`config.mk`:
```
export PLATFORM = sky130hd
export DESIGN_NAME = fir_mac_seq_flat
export DESIGN_NICKNAME = d
export VERILOG_FILES = /design/src/rtl/fir_mac_seq_if.sv /design/src/rtl/fir_mac_seq.sv /design/src/flat_wrapper.sv
export SDC_FILE = /design/constraint.sdc
export NUM_CORES = 1
export LEC_CHECK = 0
export BUFFER_PORTS_ARGS = -buffer_cell sky130_fd_sc_hd__buf_2
export CAP_MARGIN = 0
export CORE_ASPECT_RATIO = 1.2
export CORE_MARGIN = 4
export CORE_UTILIZATION = 51
export CTS_CLUSTER_DIAMETER = 60
export DETAILED_ROUTE_END_ITERATION = 12
export PLACE_DENSITY = 0.7
export SLEW_MARGIN = 0
export SYNTH_ARGS = -nofsm -noshare
export SYNTH_HDL_FRONTEND = slang
export SYNTH_SLANG_ARGS = --single-unit
```
`constraint.sdc`:
```
create_clock -name i_fir_clk -period 10.8 [get_ports i_fir_clk]
set_input_delay 1.08 -clock i_fir_clk [delete_from_list [all_inputs] [get_ports i_fir_clk]]
set_output_delay 1.08 -clock i_fir_clk [all_outputs]
set_load 0.02 [all_outputs]
```
`src/rtl/fir_mac_seq_if.sv`:
```
// fir_mac_seq_if
//   Bundles the sample stream, host coefficient-write handshake and the two
//   external RAM ports of fir_mac_seq.
//   slave  : the sequencer side (fir_mac_seq)
//   master : the surroundings (sample source, host, RAM models)
//
//   sample_valid/idata      -> sample strobe and data
//   ready                   <- sequencer idle
//   odata/odata_valid       <- filtered output and its update pulse
//   overrun                 <- sticky dropped-sample flag
//   coef_we/waddr/wdata     -> host coefficient write request (held until wack)
//   coef_wack               <- host write executed this cycle
//   coef_addr/wr/dout       <- coefficient RAM port (shared read/write)
//   coef_rdata              -> coefficient RAM read data, 1-cycle latency
//   smp_addr/we/wdata       <- delay RAM port
//   smp_rdata               -> delay RAM read data, 1-cycle latency
interface fir_mac_seq_if #(
    parameter int AW = 9,
    parameter int DW = 16
);
    logic          sample_valid;
    logic [DW-1:0] idata;
    logic          ready;
    logic [DW-1:0] odata;
    logic          odata_valid;
    logic          overrun;
    logic          coef_we;
    logic [AW-1:0] coef_waddr;
    logic [DW-1:0] coef_wdata;
    logic          coef_wack;
    logic [AW-1:0] coef_addr;
    logic          coef_wr;
    logic [DW-1:0] coef_dout;
    logic [DW-1:0] coef_rdata;
    logic [AW-1:0] smp_addr;
    logic          smp_we;
    logic [DW-1:0] smp_wdata;
    logic [DW-1:0] smp_rdata;

    modport slave (
        input  sample_valid, idata, coef_we, coef_waddr, coef_wdata,
               coef_rdata, smp_rdata,
        output ready, odata, odata_valid, overrun, coef_wack,
               coef_addr, coef_wr, coef_dout, smp_addr, smp_we, smp_wdata
    );

    modport master (
        output sample_valid, idata, coef_we, coef_waddr, coef_wdata,
               coef_rdata, smp_rdata,
        input  ready, odata, odata_valid, overrun, coef_wack,
               coef_addr, coef_wr, coef_dout, smp_addr, smp_we, smp_wdata
    );
endinterface

```
`src/rtl/fir_mac_seq.sv`:
```
// fir_mac_seq
//   Time-multiplexed FIR: each accepted sample is written into a circular
//   delay RAM, then TAPS multiply-accumulate steps run through one shared
//   multiplier and one rounded, saturated output is produced. The coefficient
//   RAM port is shared with host coefficient writes.
//
//   i_fir_clk : sole clock, rising edge
//   i_nreset  : asynchronous active-low reset
//   fir_bus   : fir_mac_seq_if.slave (sample stream, host writes, RAM ports)
//
//   state  | meaning
//   -------+---------------------------------------------------------------
//   CLR    | zero the delay RAM, one address per cycle; host writes allowed
//   IDLE   | ready; accept a sample or execute a pending host write
//   WRS    | write latched sample at wr_ptr, clear accumulator
//   RUN    | tap step r_cnt: read coef[i] and delay[wr_ptr-i]
//   DRAIN  | two cycles flushing the pipeline, output on the last edge
module fir_mac_seq #(
    parameter int AW = 9,
    parameter int DW = 16
) (
    input  logic        i_fir_clk,
    input  logic        i_nreset,
    fir_mac_seq_if.slave fir_bus
);
    localparam int PW   = 2 * DW;
    localparam int ACCW = 2 * DW + AW;

    localparam logic signed [ACCW-1:0] RND     = ACCW'(1 << (DW - 2));
    localparam logic signed [ACCW-1:0] SAT_MAX = ACCW'((1 << (DW - 1)) - 1);
    localparam logic signed [ACCW-1:0] SAT_MIN = ~SAT_MAX;

    typedef enum logic [2:0] {
        S_CLR   = 3'd0,
        S_IDLE  = 3'd1,
        S_WRS   = 3'd2,
        S_RUN   = 3'd3,
        S_DRAIN = 3'd4
    } state_t;

    state_t                 r_state;
    logic [AW-1:0]          r_cnt;
    logic [1:0]             r_drain;
    logic [AW-1:0]          r_wr_ptr;
    logic [DW-1:0]          r_sample;
    logic                   r_rd_vld;
    logic signed [PW-1:0]   r_prod;
    logic signed [ACCW-1:0] r_acc;
    logic [DW-1:0]          r_odata;
    logic                   r_odata_valid;
    logic                   r_overrun;

    state_t                 w_next;
    logic                   w_accept;
    logic                   w_host_wr;
    logic                   w_cnt_last;
    logic                   w_drain_done;
    logic                   w_ready;
    logic                   w_smp_we;
    logic [AW-1:0]          w_smp_addr;
    logic [DW-1:0]          w_smp_wdata;
    logic [AW-1:0]          w_coef_addr;
    logic signed [PW-1:0]   w_prod;
    logic signed [ACCW-1:0] w_acc_sum;
    logic signed [ACCW-1:0] w_acc_rnd;
    logic signed [ACCW-1:0] w_shift;
    logic [DW-1:0]          w_sat;

    assign w_cnt_last   = &r_cnt;
    assign w_drain_done = (r_state == S_DRAIN) && (r_drain == 2'd0);
    assign w_accept     = (r_state == S_IDLE) && fir_bus.sample_valid;
    // Host writes only own the port while the sequencer is not reading taps,
    // and an accepted sample takes priority over a simultaneous write.
    assign w_host_wr    = fir_bus.coef_we && !w_accept &&
                          ((r_state == S_CLR) || (r_state == S_IDLE));

    always_comb begin
        w_next      = r_state;
        w_ready     = 1'b0;
        w_smp_we    = 1'b0;
        w_smp_addr  = r_wr_ptr - r_cnt;
        w_smp_wdata = '0;
        w_coef_addr = r_cnt;
        case (r_state)
            S_CLR: begin
                w_smp_we   = 1'b1;
                w_smp_addr = r_cnt;
                if (w_cnt_last) w_next = S_IDLE;
            end
            S_IDLE: begin
                w_ready = 1'b1;
                if (w_accept) w_next = S_WRS;
            end
            S_WRS: begin
                w_smp_we    = 1'b1;
                w_smp_addr  = r_wr_ptr;
                w_smp_wdata = r_sample;
                w_next      = S_RUN;
            end
            S_RUN: begin
                if (w_cnt_last) w_next = S_DRAIN;
            end
            S_DRAIN: begin
                if (r_drain == 2'd0) w_next = S_IDLE;
            end
            default: w_next = S_CLR;
        endcase
        if (w_host_wr) w_coef_addr = fir_bus.coef_waddr;
    end

    assign w_prod    = $signed(fir_bus.coef_rdata) * $signed(fir_bus.smp_rdata);
    // The final tap's product is still in r_prod on the last DRAIN edge, so
    // the output is taken from the sum including it.
    assign w_acc_sum = r_acc + {{AW{r_prod[PW-1]}}, r_prod};
    assign w_acc_rnd = w_acc_sum + RND;
    assign w_shift   = w_acc_rnd >>> (DW - 1);

    always_comb begin
        w_sat = w_shift[DW-1:0];
        if (w_shift > SAT_MAX)      w_sat = SAT_MAX[DW-1:0];
        else if (w_shift < SAT_MIN) w_sat = SAT_MIN[DW-1:0];
    end

    always_ff @(posedge i_fir_clk or negedge i_nreset) begin
        if (!i_nreset) begin
            r_state       <= S_CLR;
            r_cnt         <= '0;
            r_drain       <= '0;
            r_wr_ptr      <= '0;
            r_sample      <= '0;
            r_rd_vld      <= 1'b0;
            r_prod        <= '0;
            r_acc         <= '0;
            r_odata       <= '0;
            r_odata_valid <= 1'b0;
            r_overrun     <= 1'b0;
        end else begin
            r_state <= w_next;

            // Shared up-counter: CLR address and RUN tap index, both wrap to
            // zero after the last address.
            if ((r_state == S_CLR) || (r_state == S_RUN)) r_cnt <= r_cnt + 1'b1;
            else                                          r_cnt <= '0;

            // Drain down-counter, terminal count 0 ends the sample.
            if ((r_state == S_RUN) && w_cnt_last)             r_drain <= 2'd1;
            else if ((r_state == S_DRAIN) && (r_drain != 2'd0)) r_drain <= r_drain - 1'b1;

            if (w_accept) r_sample <= fir_bus.idata;

            r_rd_vld <= (r_state == S_RUN);
            r_prod   <= r_rd_vld ? w_prod : '0;

            if (r_state == S_WRS) r_acc <= '0;
            else                  r_acc <= w_acc_sum;

            r_odata_valid <= 1'b0;
            if (w_drain_done) begin
                r_odata       <= w_sat;
                r_odata_valid <= 1'b1;
                r_wr_ptr      <= r_wr_ptr + 1'b1;
            end

            if (fir_bus.sample_valid && (r_state != S_IDLE)) r_overrun <= 1'b1;
        end
    end

    assign fir_bus.ready       = w_ready;
    assign fir_bus.odata       = r_odata;
    assign fir_bus.odata_valid = r_odata_valid;
    assign fir_bus.overrun     = r_overrun;
    assign fir_bus.coef_wack   = w_host_wr;
    assign fir_bus.coef_wr     = w_host_wr;
    assign fir_bus.coef_addr   = w_coef_addr;
    assign fir_bus.coef_dout   = fir_bus.coef_wdata;
    assign fir_bus.smp_addr    = w_smp_addr;
    assign fir_bus.smp_we      = w_smp_we;
    assign fir_bus.smp_wdata   = w_smp_wdata;
endmodule

```
`src/flat_wrapper.sv`:
```
// flat-port wrapper written by rule: the top's interface ports become plain ports
module fir_mac_seq_flat 
#(
    parameter int AW = 9,
    parameter int DW = 16
)
  (i_fir_clk, i_nreset, fir_bus_sample_valid, fir_bus_idata, fir_bus_coef_we, fir_bus_coef_waddr, fir_bus_coef_wdata, fir_bus_coef_rdata, fir_bus_smp_rdata, fir_bus_ready, fir_bus_odata, fir_bus_odata_valid, fir_bus_overrun, fir_bus_coef_wack, fir_bus_coef_addr, fir_bus_coef_wr, fir_bus_coef_dout, fir_bus_smp_addr, fir_bus_smp_we, fir_bus_smp_wdata);
  fir_mac_seq_if #(.AW(AW), .DW(DW)) fir_bus_i ();
  input  logic i_fir_clk;
  input  logic i_nreset;
  input wire logic [$bits(fir_bus_i.sample_valid)-1:0] fir_bus_sample_valid;
  input wire logic [$bits(fir_bus_i.idata)-1:0] fir_bus_idata;
  input wire logic [$bits(fir_bus_i.coef_we)-1:0] fir_bus_coef_we;
  input wire logic [$bits(fir_bus_i.coef_waddr)-1:0] fir_bus_coef_waddr;
  input wire logic [$bits(fir_bus_i.coef_wdata)-1:0] fir_bus_coef_wdata;
  input wire logic [$bits(fir_bus_i.coef_rdata)-1:0] fir_bus_coef_rdata;
  input wire logic [$bits(fir_bus_i.smp_rdata)-1:0] fir_bus_smp_rdata;
  output wire logic [$bits(fir_bus_i.ready)-1:0] fir_bus_ready;
  output wire logic [$bits(fir_bus_i.odata)-1:0] fir_bus_odata;
  output wire logic [$bits(fir_bus_i.odata_valid)-1:0] fir_bus_odata_valid;
  output wire logic [$bits(fir_bus_i.overrun)-1:0] fir_bus_overrun;
  output wire logic [$bits(fir_bus_i.coef_wack)-1:0] fir_bus_coef_wack;
  output wire logic [$bits(fir_bus_i.coef_addr)-1:0] fir_bus_coef_addr;
  output wire logic [$bits(fir_bus_i.coef_wr)-1:0] fir_bus_coef_wr;
  output wire logic [$bits(fir_bus_i.coef_dout)-1:0] fir_bus_coef_dout;
  output wire logic [$bits(fir_bus_i.smp_addr)-1:0] fir_bus_smp_addr;
  output wire logic [$bits(fir_bus_i.smp_we)-1:0] fir_bus_smp_we;
  output wire logic [$bits(fir_bus_i.smp_wdata)-1:0] fir_bus_smp_wdata;
  assign fir_bus_i.sample_valid = fir_bus_sample_valid;
  assign fir_bus_i.idata = fir_bus_idata;
  assign fir_bus_i.coef_we = fir_bus_coef_we;
  assign fir_bus_i.coef_waddr = fir_bus_coef_waddr;
  assign fir_bus_i.coef_wdata = fir_bus_coef_wdata;
  assign fir_bus_i.coef_rdata = fir_bus_coef_rdata;
  assign fir_bus_i.smp_rdata = fir_bus_smp_rdata;
  assign fir_bus_ready = fir_bus_i.ready;
  assign fir_bus_odata = fir_bus_i.odata;
  assign fir_bus_odata_valid = fir_bus_i.odata_valid;
  assign fir_bus_overrun = fir_bus_i.overrun;
  assign fir_bus_coef_wack = fir_bus_i.coef_wack;
  assign fir_bus_coef_addr = fir_bus_i.coef_addr;
  assign fir_bus_coef_wr = fir_bus_i.coef_wr;
  assign fir_bus_coef_dout = fir_bus_i.coef_dout;
  assign fir_bus_smp_addr = fir_bus_i.smp_addr;
  assign fir_bus_smp_we = fir_bus_i.smp_we;
  assign fir_bus_smp_wdata = fir_bus_i.smp_wdata;
  fir_mac_seq #(.AW(AW), .DW(DW)) u_core (.i_fir_clk(i_fir_clk), .i_nreset(i_nreset), .fir_bus(fir_bus_i));
endmodule
```
==> qor.log, run 1 <==
qor: clocking.clkSlewWorstSetupHoldPaths 0.06 ns
qor: grt.antenna_found_initial 0
qor: worst_setup_path.worst_r2r_endpoint u_core.fir_bus.odata[4]
qor: die.number_of_standard_cell_rows_in_the_floorplan 76
qor: drt.detail-route-antenna-nets 0
qor: sta.final_clock_period_utilization_by_the_worst_path 64.2%
qor: sta.worst_pin_slew 1.15 ns
qor: sta.finalClockSkew 0.00942 ns
qor: synthesis.yosys_register_bits 131
qor: clocking.cts-htree-levels 4
qor: hold_path.hold_path_end u_core.fir_bus.overrun
qor: worst_setup_path.cp.required 11.12 ns
qor: synthesis.ys_seq_area_share 17.4%
qor: placement.pre_cts_ws 3.41 ns
qor: layout.syn2layout_area_growth 7.26%
qor: worst_setup_path.cp_max_fo 13
qor: synthesis.yosys_most_used_dff dfrtp_1
qor: grt.global_route_usage_over_all_layers 21.6%
qor: drt.drt_iter0_drc 648
qor: layout.layout.cells.most_common_list inv_1, fa_1, nand2_1
qor: layout.final_layout_size_suffix_gt1_share 10.1%
qor: drt.detail_route.wirelength 41,400 µm
qor: sta.timing.fmax 144 MHz
qor: clocking.hold_buffers 0
qor: placement.gp_routability_congestion 0.940
qor: synthesis.asyncSetResetFlopFracSynth 100%
qor: grt.met2_track_demand_over_resource_in_global_routing 36.9%
qor: clocking.cts_repair_resize_count 0
qor: die.design.die.area 0.0401 mm²
qor: drt.routed_wire_length_per_instance 15.8 µm
qor: hold_path.instance_count_along_the_most_critical_hold_path 1
qor: grt.grt_busiest_layer met2
qor: clocking.cts_sinks 131
qor: sta.finalHoldViolCount 0
qor: worst_setup_path.timing.rr.start u_core.r_acc[0]
qor: hold_path.min_from u_core.fir_bus.overrun
qor: die.num_io_pins 149
qor: synthesis.synth_cell_types 90
qor: layout.stdcell_count 2,617
qor: layout.antenna-diode-count 0
qor: worst_setup_path.cp.arrival 7.26 ns
qor: sta.finalSetupViolations 0
qor: placement.io_port_bufs 116
qor: worst_setup_path.worstSetupStartpointType input pin
qor: grt.met1_usage 29.1%
qor: clocking.cts_buffers 17
qor: sta.finalWorstPathRequiredPeriod 6.94 ns
qor: grt.via_count_of_the_first_global_routing_pass 14,900
qor: sta.crit_path_setup_slack_layout 3.86 ns
qor: synthesis.synth-edff-count 0
qor: synthesis.synthesis.area_per_instance 9.00 µm²
qor: sta.maxSlewHeadroom 22.0%
qor: clocking.cts-root-to-sink-buffers 2
qor: synthesis.syn-instance-count 2,094
qor: status.status complete, no violations
qor: run.max_cap_viol_count 0
qor: worst_setup_path.worst_r2r_path_depth 14
qor: worst_setup_path.critPathCaptureType register
qor: clocking.clock_tree_from_tritoncts yes
qor: die.die_height 219 µm
qor: synthesis.synth_nets 2,570
qor: clocking.clock_tree.root_cell clkbuf_16
qor: grt.grt_start_max_net_pins 76
qor: die.core_region_area 0.0362 mm²
qor: drt.post-route-drc-count 0
qor: grt.grt_first_pass_wirelength 72,000 µm
qor: clocking.worstSkewPairLatency 0.43 ns
qor: die.initial_utilization 52.0%
qor: layout.layout.nets 2,612
qor: synthesis.number_of_warnings_reported_in_the_yosys_synthesis_log 0
qor: drt.route.detailed.vias_per_inst 5.46
qor: hold_path.worstHoldPathType reg -> reg
qor: die.die-width 183 µm
qor: drt.dr.pass1.iters 6
qor: layout.layout_commonest_cell inv_1
qor: placement.dpl.hpwl 33,400 µm
qor: sta.setup-tns-final 0 ns
qor: worst_setup_path.reg2reg_slack 5.22 ns
qor: synthesis.synthesis.area 0.0188 mm²
qor: sta.final_max_slew_viol_count 0
qor: clocking.post-cts-setup-buffer-count 0
qor: grt.grt_overflow 0
qor: drt.total_via_count_after_detailed_routing 14,300
qor: sta.grt_setup_unrepaired false
qor: placement.dp.cells 2,585
qor: worst_setup_path.critical_path_class in -> reg
qor: grt.grtUsageMet3 2.65%
## worst max-delay path, cell delays in order
cell,delay (ns)
buf_2,0.13
inv_1,0.36
nor2_1,0.13
fa_1,0.52
fa_1,0.51
fa_1,0.52
fa_1,0.52
fa_1,0.55
inv_1,0.06
fa_1,0.53
inv_1,0.04
ha_1,0.40
a21o_1,0.21
a21o_1,0.17
a21oi_1,0.13
o21ai_0,0.10
a21o_1,0.19
a21oi_1,0.22
o21a_1,0.18
a311oi_1,0.07
o31ai_1,0.33
a21oi_1,0.11
o21a_1,0.18
## state kept, by name, summed over array words and instances (netlist names)
signal                      cells
u_core.fir_bus.overrun          1
u_core.r_rd_vld                 1
u_core.r_drain                  2
u_core.r_state                  3
u_core.r_acc                   41
u_core.r_prod                  32
u_core.r_wr_ptr                 9
u_core.fir_bus.odata_valid      1
u_core.r_cnt                    9
u_core.r_sample                16
u_core.fir_bus.odata           16
## layout make-up
| class | count | area [µm²] |
|---|---|---|
| clock buffer | 18 | 439 |
| clock inverter | 14 | 163 |
| multi-input combinational | 1498 | 13700 |
| tap | 468 | 586 |
| timing repair buffer | 121 | 624 |
| sequential | 131 | 3280 |
| inverter | 367 | 1380 |
| fill | 3279 | 16000 |
## through the flow
step | util (%) | cell area, µm² | hold slack, ns
detailed placement | 54.1 | 19600 | 0.452
global placement | 54.1 | 19600 | 0.457
global route | 55.8 | 20200 | 0.485
CTS | 55.8 | 20200 | 0.467
floorplan | - | 18800 | 0.473
finish | 55.8 | 20200 | 0.468
## synth_stat cells (16+ instances only)
| library cell | instances | share of area (%) |
|---|---|---|
| nor3_1 | 33 | 0.88 |
| o21ai_0 | 64 | 1.7 |
| a21oi_1 | 74 | 2.0 |
| nor2_1 | 127 | 2.5 |
| xor2_1 | 20 | 0.93 |
| nand2b_1 | 18 | 0.60 |
| nor2b_1 | 19 | 0.63 |
| xnor2_1 | 72 | 3.3 |
| dfrtp_1 | 131 | 17 |
| ha_1 | 135 | 9.0 |
| o211ai_1 | 17 | 0.68 |
| nand3_1 | 22 | 0.58 |
| nand4_1 | 18 | 0.60 |
| mux2_2 | 16 | 0.96 |
| inv_1 | 366 | 7.3 |
| nand2_1 | 188 | 3.7 |
| and2_1 | 150 | 5.0 |
| buf_4 | 18 | 0.72 |
| a21o_1 | 25 | 1.0 |
| and3_1 | 38 | 1.3 |
| fa_1 | 264 | 28 |
| clkbuf_1 | 67 | 1.3 |
## how the worst max path moves through the flow
stage | from | slack, ns | endpoint
after floorplan | fir_bus_smp_rdata[3] | 3.77 | u_core.r_prod[30]
after global placement | fir_bus_smp_rdata[3] | 3.52 | u_core.r_prod[30]
after detailed placement | fir_bus_coef_rdata[15] | 3.41 | u_core.r_prod[30]
after CTS | fir_bus_coef_rdata[15] | 3.87 | u_core.r_prod[29]
after global routing | fir_bus_coef_rdata[15] | 3.46 | u_core.r_prod[29]
final | fir_bus_smp_rdata[15] | 3.86 | u_core.r_prod[30]
## kinds of logic (layout without fill, tap and decap cells)
logic type	count (synthesis)	in the layout	share of synthesized area, %
AO/OA/AOI/OAI	296	296	11.1
XOR/XNOR	93	93	4.36
adder cells (fa/ha/maj)	399	399	37.0
buffers and inverters	465	520	9.73
flip-flops	131	131	17.4
multiplexers	31	31	1.75
AND/OR/NAND/NOR	679	679	18.7
## layer usage
layer | routed length, µm | up-vias
met4 | 874 | 0
met2 | 20100 | 376
met1 | 18200 | 7047
li1 | - | 6803
met3 | 2260 | 60
met5 | 0 | -
Power of run 1 is not shown: default switching activity piles up to over one toggle a cycle in this logic, so the estimate is an artifact.
==> inputs of run 2 (changes only) <==
==> constraint.sdc (replaced) <==
create_clock -name i_fir_clk -period 7.3 [get_ports i_fir_clk]
set_input_delay 0.73 -clock i_fir_clk [delete_from_list [all_inputs] [get_ports i_fir_clk]]
set_output_delay 0.73 -clock i_fir_clk [all_outputs]
set_load 0.02 [all_outputs]
==> run 2 against run 1 <==
  * Clock-buffer cell count is 2 higher
  * Flip-flop and latch count stayed put
  * Hold slack worse by 0.21 ns
  * Sequential share of layout area hardly changed
  * Critical path type unchanged
  * Cell area is 0.28% higher
  * Global-route usage is 0.11 points higher
  * Via count is 0.22% lower
  * Register-to-register slack worse by 3.5 ns
  * First-iteration DRC count is 15% higher
  * Critical path depth is 1 higher
==> qor.log, run 2 (same netlist as run 1, synthesis figures left out) <==
qor: clocking.cts-root-to-sink-buffers 2 [unchanged]
qor: placement.gp_routability_congestion 0.919 [-2.2%]
qor: die.design.die.area 0.0401 mm² [unchanged]
qor: grt.grt_overflow 0 [unchanged]
qor: sta.final_clock_period_utilization_by_the_worst_path 89.9%
qor: grt.grt_first_pass_wirelength 72,200 µm [+0.29%]
qor: layout.number_of_inserted_filler_cells_in_the_final_layout 3,214 [-2.0%]
qor: clocking.worstSkewPairLatency 0.43 ns [about the same]
qor: worst_setup_path.timing.rr.start u_core.r_acc[0]
qor: sta.finalWorstPathRequiredPeriod 6.57 ns
qor: layout.antenna-diode-count 0 [unchanged]
qor: run.max_cap_viol_count 0 [unchanged]
qor: clocking.cts_repair_resize_count 0 [unchanged]
qor: layout.final_layout_size_suffix_gt1_share 10.6% [+0.42 points]
qor: worst_setup_path.critPathCaptureType register
qor: layout.layout.nets 2,624 [+0.46%]
qor: die.number_of_standard_cell_rows_in_the_floorplan 76 [unchanged]
qor: layout.largest_register_ffs 41 [unchanged]
qor: clocking.cts_sinks 131 [unchanged]
qor: worst_setup_path.worst_r2r_path_depth 14 [unchanged]
qor: sta.final_max_slew_viol_count 0 [unchanged]
qor: sta.finalClockSkew 0.00746 ns [-0.00196 ns]
qor: worst_setup_path.reg2reg_slack 1.75 ns [-3.47 ns]
qor: drt.post-route-drc-count 0 [unchanged]
qor: clocking.clock_tree.root_cell clkbuf_16
qor: sta.finalSetupViolations 0 [unchanged]
qor: drt.total_via_count_after_detailed_routing 14,300 [-0.22%]
qor: clocking.cts_buffers 17 [unchanged]
qor: worst_setup_path.cp.required 7.62 ns [-3.50 ns]
qor: grt.grt_busiest_layer met2
qor: sta.setup-tns-final 0 ns [unchanged]
qor: worst_setup_path.crit_path_start fir_bus_coef_rdata[15]
qor: drt.route.detailed.vias_per_inst 5.43 [-0.60%]
qor: die.die_height 219 µm [unchanged]
qor: worst_setup_path.crit_end u_core.r_prod[30]
qor: sta.timing.fmax 152 MHz
qor: layout.syn2layout_area_growth 7.56%
qor: layout.layout_commonest_cell inv_1
qor: clocking.post-cts-setup-buffer-count 0 [unchanged]
qor: drt.drt_iter0_drc 742 [+15%]
qor: clocking.clkSlewWorstSetupHoldPaths 0.06 ns [about the same]
qor: drt.dr.pass1.iters 6 [unchanged]
qor: worst_setup_path.cp_max_fo 16 [+3]
qor: die.die-width 183 µm [unchanged]
qor: placement.io_port_bufs 116 [unchanged]
qor: die.num_io_pins 149 [unchanged]
qor: sta.worst_pin_slew 1.19 ns [+0.0385 ns]
qor: clocking.hold_buffers 0 [unchanged]
qor: die.initial_utilization 52.0% [unchanged]
qor: drt.routed_wire_length_per_instance 15.9 µm [+0.32%]
qor: die.core_region_area 0.0362 mm² [unchanged]
qor: grt.grtUsageMet3 2.36% [-0.28 points]
qor: grt.antenna_found_initial 0 [unchanged]
qor: layout.reg.largest.list u_core.r_acc: 41 flops, u_core.r_prod: 32 flops
qor: grt.global_route_usage_over_all_layers 21.7% [+0.11 points]
qor: grt.via_count_of_the_first_global_routing_pass 15,000 [+0.42%]
qor: worst_setup_path.cp.arrival 6.88 ns [-0.38 ns]
qor: sta.grt_setup_unrepaired false
qor: grt.grt_start_max_net_pins 74 [-2.6%]
qor: sta.finalHoldViolCount 0 [unchanged]
qor: worst_setup_path.critical_path_class in -> reg
qor: clocking.cts-htree-levels 4 [unchanged]
qor: clocking.clock_tree_from_tritoncts yes
qor: grt.met2_track_demand_over_resource_in_global_routing 37.1% [+0.23 points]
qor: layout.finish.utilization 55.9% [+0.16 points]
qor: drt.detail-route-antenna-nets 0 [unchanged]
qor: layout.largest-register u_core.r_acc
qor: layout.layout.cells.most_common_list inv_1, fa_1, nand2_1
qor: hold_path.worstHoldPathType in -> async
qor: placement.dpl.hpwl 34,000 µm [+1.8%]
qor: worst_setup_path.worst_r2r_endpoint u_core.fir_bus.odata[1]
qor: drt.detail_route.wirelength 41,700 µm [+0.70%]
qor: sta.maxSlewHeadroom 20.6% [-1.4 points]
qor: status.status complete, no violations
qor: worst_setup_path.worstSetupStartpointType input pin
qor: grt.met1_usage 28.9% [-0.17 points]
[run 2: cell count changes in the layout (fill, tap and decap cells not counted)]
cell        change
bufinv_16       -1
clkinvlp_4      +2
inv_8           -1
buf_4          +12
inv_6           -4
clkbuf_8        +2
[run 2: layout make-up]
cell class                      instances  area [µm²]  share of cell area [%]
Inverter                              367        1380                    6.80
Timing Repair Buffer                  133         714                    3.52
Tap cell                              468         586                    2.89
Sequential cell                       131        3280                    16.2
Multi-Input combinational cell       1498       13700                    67.8
Clock inverter                         10         101                   0.500
Clock buffer                           20         467                    2.30
[run 2: worst min-delay path by stage]
stage | slack [ns] | depth (start not counted) | from | to
6_report | 0.25 | 1 | i_nreset | u_core.r_wr_ptr[4]
5_1_grt | 0.29 | 1 | i_nreset | u_core.r_wr_ptr[4]
4_1_cts | 0.26 | 1 | i_nreset | u_core.r_wr_ptr[4]
3_5_place_dp | 0.45 | 1 | u_core.fir_bus.overrun | u_core.fir_bus.overrun
3_3_place_gp | 0.46 | 1 | u_core.fir_bus.overrun | u_core.fir_bus.overrun
2_1_floorplan | 0.43 | 0 | i_nreset | u_core.fir_bus.odata[0]
[run 2: metrics by stage]
step | cells | setup WS (ns) | hold WS, ns | area [µm²]
2_1_floorplan | 2094 | 0.624 | 0.434 | 18800
3_3_place_gp | 2597 | 0.401 | 0.457 | 19700
3_5_place_dp | 2597 | 0.327 | 0.454 | 19700
4_1_cts | 2627 | 0.769 | 0.264 | 20300
5_1_grt | 2627 | 0.363 | 0.287 | 20300
6_report | 2627 | 0.734 | 0.254 | 20300
[run 2: worst max-delay path, stage by stage]
cell	delay, ns
buf_2	0.19
and2_1	0.19
fa_1	0.58
inv_1	0.14
fa_1	0.55
inv_1	0.05
fa_1	0.52
fa_1	0.45
fa_1	0.55
inv_1	0.06
fa_1	0.53
inv_1	0.04
ha_1	0.38
a21o_1	0.21
a21o_1	0.18
a21oi_1	0.13
o21ai_0	0.09
a21o_1	0.19
a21oi_1	0.23
o21a_1	0.19
a311oi_1	0.08
o31ai_1	0.33
a21oi_1	0.11
o21a_1	0.19
[run 2: layer usage]
layer | part of all wire [%] | routed length, µm | vias up
met4 | 2.6 | 1100 | 0
met5 | 0 | 0 | -
li1 | - | - | 6810
met3 | 5.3 | 2230 | 67
met2 | 48 | 20200 | 389
met1 | 44 | 18200 | 6989
Power of run 2 is left out for the same reason.
